**src/rtl/sync_fifo_param.sv**
```systemverilog
// Single-clock FIFO with configurable width/depth, threshold flags, occupancy count,
// sticky error flags, synchronous flush and either registered or fall-through read data.
module sync_fifo_param #(
  parameter int DATA_W    = 4,
  parameter int DEPTH     = 8,
  parameter int AF_THRESH = DEPTH - 2,
  parameter int AE_THRESH = 2,
  parameter int FWFT      = 0
) (
  input  logic                     clk,
  input  logic                     reset,
  input  logic                     w_en,
  input  logic [DATA_W-1:0]        din,
  input  logic                     r_en,
  input  logic                     flush,
  input  logic                     clr_err,
  output logic [DATA_W-1:0]        dout,
  output logic                     dout_valid,
  output logic                     empty,
  output logic                     full,
  output logic                     almost_full,
  output logic                     almost_empty,
  output logic [$clog2(DEPTH):0]   count,
  output logic                     overflow,
  output logic                     underflow
);

  localparam int AW = $clog2(DEPTH);
  localparam int PW = AW + 1;
  localparam logic [PW-1:0] AF_T   = PW'(AF_THRESH);
  localparam logic [PW-1:0] AE_T   = PW'(AE_THRESH);
  localparam logic [PW-1:0] FULL_T = PW'(DEPTH);

  logic [DATA_W-1:0] mem [DEPTH];
  logic [PW-1:0]     wr_ptr, rd_ptr;
  logic [PW-1:0]     wr_ptr_nxt, rd_ptr_nxt, count_nxt;
  logic              rd_ok, wr_ok, ovf_evt, udf_evt;
  logic [DATA_W-1:0] dout_nxt;
  logic              dv_nxt;

  // Accept decisions use the registered (pre-edge) flags; flush masks all requests.
  always_comb begin
    rd_ok   = r_en & ~empty & ~flush;
    wr_ok   = w_en & (~full | (r_en & ~empty)) & ~flush;
    ovf_evt = w_en & full & ~(r_en & ~empty) & ~flush;
    udf_evt = r_en & empty & ~flush;

    wr_ptr_nxt = wr_ptr;
    rd_ptr_nxt = rd_ptr;
    count_nxt  = count;
    if (flush) begin
      wr_ptr_nxt = '0;
      rd_ptr_nxt = '0;
      count_nxt  = '0;
    end else begin
      wr_ptr_nxt = wr_ptr + PW'(wr_ok);
      rd_ptr_nxt = rd_ptr + PW'(rd_ok);
      count_nxt  = count + PW'(wr_ok) - PW'(rd_ok);
    end
  end

  // Fall-through mode presents the post-edge head; a word written this cycle into
  // the head slot is not in the array yet, so it is taken straight from din.
  always_comb begin
    dout_nxt = dout;
    dv_nxt   = 1'b0;
    if (FWFT != 0) begin
      if (!flush && count_nxt != '0) begin
        dout_nxt = (wr_ok && rd_ptr_nxt == wr_ptr) ? din : mem[rd_ptr_nxt[AW-1:0]];
        dv_nxt   = 1'b1;
      end
    end else if (rd_ok) begin
      dout_nxt = mem[rd_ptr[AW-1:0]];
      dv_nxt   = 1'b1;
    end
  end

  always_ff @(posedge clk or posedge reset) begin
    if (reset) begin
      wr_ptr       <= '0;
      rd_ptr       <= '0;
      count        <= '0;
      empty        <= 1'b1;
      full         <= 1'b0;
      almost_empty <= 1'b1;
      almost_full  <= 1'b0;
      dout         <= '0;
      dout_valid   <= 1'b0;
      overflow     <= 1'b0;
      underflow    <= 1'b0;
    end else begin
      wr_ptr       <= wr_ptr_nxt;
      rd_ptr       <= rd_ptr_nxt;
      count        <= count_nxt;
      empty        <= (count_nxt == '0);
      full         <= (count_nxt == FULL_T);
      almost_empty <= (count_nxt <= AE_T);
      almost_full  <= (count_nxt >= AF_T);
      dout         <= dout_nxt;
      dout_valid   <= dv_nxt;
      // A new error event wins over a coincident clear.
      overflow     <= (overflow & ~clr_err) | ovf_evt;
      underflow    <= (underflow & ~clr_err) | udf_evt;
    end
  end

  // NOTE: the storage array has no reset; its contents are only ever read after
  // being written, and leaving it unreset lets it map onto plain RAM.
  always_ff @(posedge clk) begin
    if (wr_ok) mem[wr_ptr[AW-1:0]] <= din;
  end

endmodule

```
**config.mk**
```make
export PLATFORM = sky130hd
export DESIGN_NAME = sync_fifo_param
export DESIGN_NICKNAME = d
export VERILOG_FILES = /design/src/rtl/sync_fifo_param.sv
export SDC_FILE = /design/constraint.sdc
export NUM_CORES = 1
export LEC_CHECK = 0
export CORE_ASPECT_RATIO = 0.8
export CORE_MARGIN = 2
export CORE_UTILIZATION = 35
export DETAILED_ROUTE_END_ITERATION = 16
export PLACE_DENSITY = 0.65
export SYNTH_ARGS = -nofsm -noshare
export SYNTH_HDL_FRONTEND = slang
export SYNTH_SLANG_ARGS = --single-unit
```
**constraint.sdc**
```tcl
create_clock -name clk -period 2.5 [get_ports clk]
set_clock_uncertainty 0.1 [all_clocks]
set_input_delay 0.5 -clock clk [delete_from_list [all_inputs] [get_ports clk]]
set_output_delay 0.5 -clock clk [all_outputs]
set_load 0.02 [all_outputs]
```
Word-level counts from Yosys, hierarchy flattened
Memory sizes are Yosys's and may differ from the RTL's. A register that Yosys moved wholly into a read port is not among the register bits.
Cells that the tools add are included.
{"block": "op_classes", "bitwise_logic": 19, "order_cmp": 2, "eq_ne": 1, "reduce_logical": 1, "add_sub_neg": 4, "mux": 6}
{"cell": "adder 4 x 1 -> 4 bit", "count": 3}
{"cell": "2-to-1 mux 4 bit", "count": 3}
{"cell": "AND 1 bit", "count": 11}
{"cell": "NOT 1 bit", "count": 5}
{"cell": "equality test 4 bit (second input constant)", "count": 1}
{"cell": ">= comparator 4 x 3 -> 1 bit (second input constant)", "count": 1}
{"cell": "less-or-equal comparator 4 x 2 -> 1 bit (second input constant)", "count": 1}
{"cell": "logical NOT 4 bit", "count": 1}
{"cell": "subtractor 4 x 1 -> 4 bit", "count": 1}
{"cell": "2-to-1 mux 1 bit", "count": 3}
{"cell": "bitwise OR 1 bit", "count": 3}
{"block": "totals", "register_bits": 19, "mem_bits_rw": 32, "mem_count": 1, "elab_cells": 44, "output_inout_bits": 15, "input_bits": 10}
{"name": "mem", "words": 8, "width": 4, "rd": 1, "rd_ports_with_merged_regs": 1, "write_ports": 1, "line": "34", "source": "logic [DATA_W-1:0] mem [DEPTH];"}

Depth between registers and ports, before layout
Gate-level depths: netlist (run 1).
{"block": "depth", "ltp_word": 9, "ltp_mapped": 10, "ltp_nobuf": 10}

Worst setup path after synthesis (run 1)
Ideal clock, no wire load.
{"block": "synth_path", "path_kind": "input-to-reg", "startpoint": "in flush", "endpoint": "reg almost_full", "t_required_ns": 2.262, "stages": 10, "slack_ns": -0.149, "n_path_buf": 1, "arrival_time_ns": 2.411, "setup_ns": 0.138, "cell_sequence": "or3b_2 clkbuf_1 inv_1 ha_1 inv_1 ha_1 fa_1 xnor2_1 nand2b_1 a21oi_1"}
{"block": "synth_between", "elab_chain_cells": 6, "word_cells_on_any_way": 7, "cone_classes": "add/sub: 2; order compare: 1; mux: 1; bitwise: 3"}
{"item": "start, declared", "line": "15", "source": "input logic flush,"}
{"item": "NOT 1 bit", "line": "43, 44"}
{"item": "AND 1 bit", "line": "44", "source": "wr_ok = w_en & (~full | (r_en & ~empty)) & ~flush;"}
{"item": "adder 4 x 1 -> 4 bit", "line": "58", "source": "count_nxt = count + PW'(wr_ok) - PW'(rd_ok);"}
{"item": "subtractor 4 x 1 -> 4 bit", "line": "58"}
{"item": "2-to-1 mux 4 bit (*)", "line": "51", "source": "if (flush) begin"}
{"item": ">= comparator 4 x 3 -> 1 bit (*)", "line": "98", "source": "almost_full <= (count_nxt >= AF_T);"}
{"item": "end signal, assigned", "line": "98"}
{"item": "end, declared", "line": "21", "source": "output logic almost_full,"}
Every way passes the cells marked *; elsewhere a longest branch is shown, timed or not.

Worst setup path after layout (run 1)
{"block": "layout_path", "startpoint": "in w_en", "endpoint": "reg almost_empty"}
{"block": "layout_between", "elab_chain_cells": 6}
{"item": "start, declared", "line": "12", "source": "input logic w_en,"}
{"item": "AND 1 bit (2 in series)", "line": "44"}
{"item": "adder 4 x 1 -> 4 bit", "line": "58"}
{"item": "subtractor 4 x 1 -> 4 bit", "line": "58"}
{"item": "2-to-1 mux 4 bit", "line": "51"}
{"item": "less-or-equal comparator 4 x 2 -> 1 bit", "line": "97", "source": "almost_empty <= (count_nxt <= AE_T);"}
{"item": "end signal, assigned", "line": "97"}
{"item": "end, declared", "line": "22", "source": "output logic almost_empty,"}
No other way between the ends.

==> flow_metrics.env, run 1 <==
export IMPL_grt_pass1_wl_um=6430
export IMPL_min_path_type="in -> async"
export IMPL_synth_area_mm2=0.00223
export IMPL_grt_use_total_pct=12.6
export IMPL_fillers=530
export IMPL_grt_pass1_vias=1272
export IMPL_cts_num_sinks=53
export IMPL_cts_buffers=5
export IMPL_seq_area_frac_synth_pct=66.8
export IMPL_syn_inst=148
export IMPL_max_slew_margin_pct=78.0
export IMPL_drt_wl_total_um=3970
export IMPL_syn_to_final_growth_pct=26.8
export IMPL_drv_cap=0
export IMPL_rrSetupSlack_ps=230
export IMPL_finalPower_mw=2.53
export IMPL_tightest_slew_ps=330
export IMPL_cp_slowest_stage_delay_ps=560
export IMPL_synth_avg_cell_area_um2=15.1
export IMPL_grt_max_degree=22
export IMPL_fin_crit_sh_pct=96.1
export IMPL_ys_warnings_count=0
export IMPL_post_drt_wl_per_cell_um=14.4
export IMPL_io_pin_count=25
export IMPL_insertion_delay_ps=300
export IMPL_antenna_cells=0
export IMPL_ir_drop_mv=0.238
export IMPL_met2_usage_pct=19.7
export IMPL_multi_input_area_um2=732
export IMPL_routed_via_density=4.56
export IMPL_globalplace_congestion=0.743
export IMPL_crit_chain="clkdlybuf4s50_1, nand2b_1, nand2b_4, ha_4, inv_1, ha_2, fa_2, nand2_1, a31o_2"
export IMPL_finalHoldViolCount=0
export IMPL_cp_data_arrival_time_ps=2550
export IMPL_path_clk_slew_ps=90
export IMPL_hpwlAfterDp_um=2900
export IMPL_setup_ws_ps=97.1
export IMPL_drive_above_1_share_pct=23.1
export IMPL_syn_num_nets=167
export IMPL_max_freq_mhz=416
export IMPL_regArea_mm2=0.00149
export IMPL_drcViolationCount=0
export IMPL_status="complete, no violations"
export IMPL_pre_cts_slack_ps=-503
export IMPL_synth_edf_count=32
export IMPL_timing_worst_setup_path_type="in -> reg"
export IMPL_ys_seq_elements=53
export IMPL_cts_tree="built"
export IMPL_grt_overflow=0
export IMPL_ant_nets=0
export IMPL_initial_utilization_pct=36.9
export IMPL_via_count=1258
export IMPL_core_area_mm2=0.00604
export IMPL_p_per_area_mw_per_mm2=897
export IMPL_use_met1_pct=17.4
export IMPL_worstPathMaxFanout=4
export IMPL_final_min_clock_period_ps=2400
export IMPL_cts_buffer_depth=2
export IMPL_firstDrtPassIters=4
export IMPL_ys_flop_type="edfxtp_1"
export IMPL_fp_row_count=25
export IMPL_p_leak_nw=1.08
export IMPL_dr_first_iter_drc_count=56
export IMPL_grt_busiest_layer="met2"
export IMPL_die_w_um=93.2
export IMPL_antenna_found_initial=0
export IMPL_reg2reg_depth=10
export IMPL_root_buffer="clkbuf_8"
export IMPL_finalMaxSlewViolations=0
export IMPL_setup_viol=0
export IMPL_met3_usage_pct=1.98
export IMPL_cp_end_kind="register"
export IMPL_numPortBuffers=24
export IMPL_synthArstFlopShare_pct=39.6
export IMPL_startpoint_type="input pin"
export IMPL_h_tree_depth=2
export IMPL_slowest_stage="fa_2"
export IMPL_die_area_mm2=0.00703
export IMPL_cp_required_ps=2640
export IMPL_fin_nets=213
export IMPL_die_y_um=75.4
export IMPL_grt_setup_unrepaired="no"
export IMPL_synth_distinct_cells=27
through the flow:
| stage | cell area, µm² | std cells | hold WS [ps] | TNS [ps] | utilization [%] |
|---|---|---|---|---|---|
| 6_report | 2830 | 276 | 409 | 0 | 46.8 |
| 5_1_grt | 2830 | 276 | 444 | 0 | 46.8 |
| 4_1_cts | 2830 | 276 | 413 | 0 | 46.8 |
| 3_5_place_dp | 2710 | 268 | 394 | -2750 | 44.8 |
| 3_3_place_gp | 2710 | 268 | 384 | -2490 | 44.8 |
| 2_1_floorplan | 2270 | 148 | 375 | 0 | - |
timing repair:
item                       in CTS  in global routing
setup endpoints to repair       5                  0
hold buffers                    0                  0
setup buffers                   0                  0
gates resized for setup         7                  0
where the power goes:
| group | leakage (nW) | internal [mW] | total [mW] | switching [mW] |
|---|---|---|---|---|
| clock network | 0.0417 | 0.193 | 0.461 | 0.268 |
| registers | 0.562 | 1.05 | 1.12 | 0.0677 |
| logic | 0.477 | 0.478 | 0.956 | 0.478 |
worst paths after layout:
path	start	to
setup / recovery	w_en	almost_empty
hold / removal	reset	count[3]
setup reg to reg	empty	full
hold reg to reg	dout[0]	dout[0]
max in group asynchronous	reset	empty
min in group clk	dout[0]	dout[0]
synth_stat cells (2+ instances only):
library cell | number | area share, %
nor2_1 | 8 | 1.3
nor2b_1 | 6 | 1.7
nand2b_1 | 6 | 1.7
a31o_2 | 2 | 0.79
mux4_2 | 4 | 4.0
dfrtp_1 | 19 | 21
xnor2_1 | 4 | 1.6
nor3_1 | 5 | 1.1
inv_1 | 9 | 1.5
nand2_1 | 9 | 1.5
a21oi_1 | 2 | 0.45
dfstp_2 | 2 | 2.4
clkbuf_1 | 2 | 0.34
edfxtp_1 | 32 | 43
ha_1 | 8 | 4.5
mux2i_1 | 16 | 7.2
o21ai_1 | 4 | 0.90
flip-flops by register name, summed over array words and instances (netlist names):
signal / flops
mem: 32
count: 4
dout: 4
rd_ptr: 3
wr_ptr: 3
almost_empty: 1
almost_full: 1
dout_valid: 1
empty: 1
full: 1
overflow: 1
underflow: 1
layout by cell type (no fill, tap or decap), drive strengths merged:
cell type | netlist | final
a21o | 1 | 1
a21oi | 2 | 2
a31o | 2 | 2
buf | 2 | 19
clkbuf | 2 | 5
clkdlybuf4s50 | 0 | 22
clkinv | 0 | 2
clkinvlp | 0 | 1
dfrtp | 19 | 19
dfstp | 2 | 2
dlygate4sd2 | 0 | 2
edfxtp | 32 | 32
fa | 1 | 1
ha | 8 | 8
inv | 9 | 9
mux2i | 16 | 16
mux4 | 4 | 4
nand2 | 9 | 9
nand2b | 6 | 6
nand3b | 1 | 1
nor2 | 8 | 8
nor2b | 6 | 6
nor3 | 5 | 5
nor4 | 1 | 1
o21ai | 5 | 5
o22ai | 1 | 1
or3b | 1 | 1
xnor2 | 4 | 4
xor2 | 1 | 1
layout make-up:
class	instances	area share, %
Clock buffer	5	2.44
Clock inverter	3	0.620
Inverter	9	1.28
Multi-Input combinational cell	82	25.9
Sequential cell	53	52.7
Tap cell	81	3.59
Timing Repair Buffer	43	13.5
routing by layer:
metal  up-vias  part of all wire [%]
li1        619                     -
met1       619                    49
met2        13                    47
met3         7                   2.0
met4         0                   2.2
met5         -                     0
kinds of logic after synthesis:
group	after synthesis	share of synthesized area [%]
fa+ha+maj	9	5.39
buf+inv	13	3.26
mux	20	11.2
flops	53	66.8
compound gates	11	2.98
xor+xnor	5	1.97
simple gates	37	8.37
worst max-delay path: cells and delay by family:
family / cells / cell delay, ps
fa+ha+maj: 3 / 990
simple gates: 3 / 300
compound gates: 1 / 230
buf+inv: 2 / 510
Power figures use the tool's default switching activity.
==> run 2, diff against run 1 <==
--- a/config.mk
+++ b/config.mk
@@ -5,6 +5,7 @@
 export SDC_FILE = /design/constraint.sdc
 export NUM_CORES = 1
 export LEC_CHECK = 0
+export CAP_MARGIN = 20
 export CORE_ASPECT_RATIO = 0.8
 export CORE_MARGIN = 2
 export CORE_UTILIZATION = 35
==> results of run 2 <==
Same layout as run 1: the final DEF is identical, and so are final timing and power.
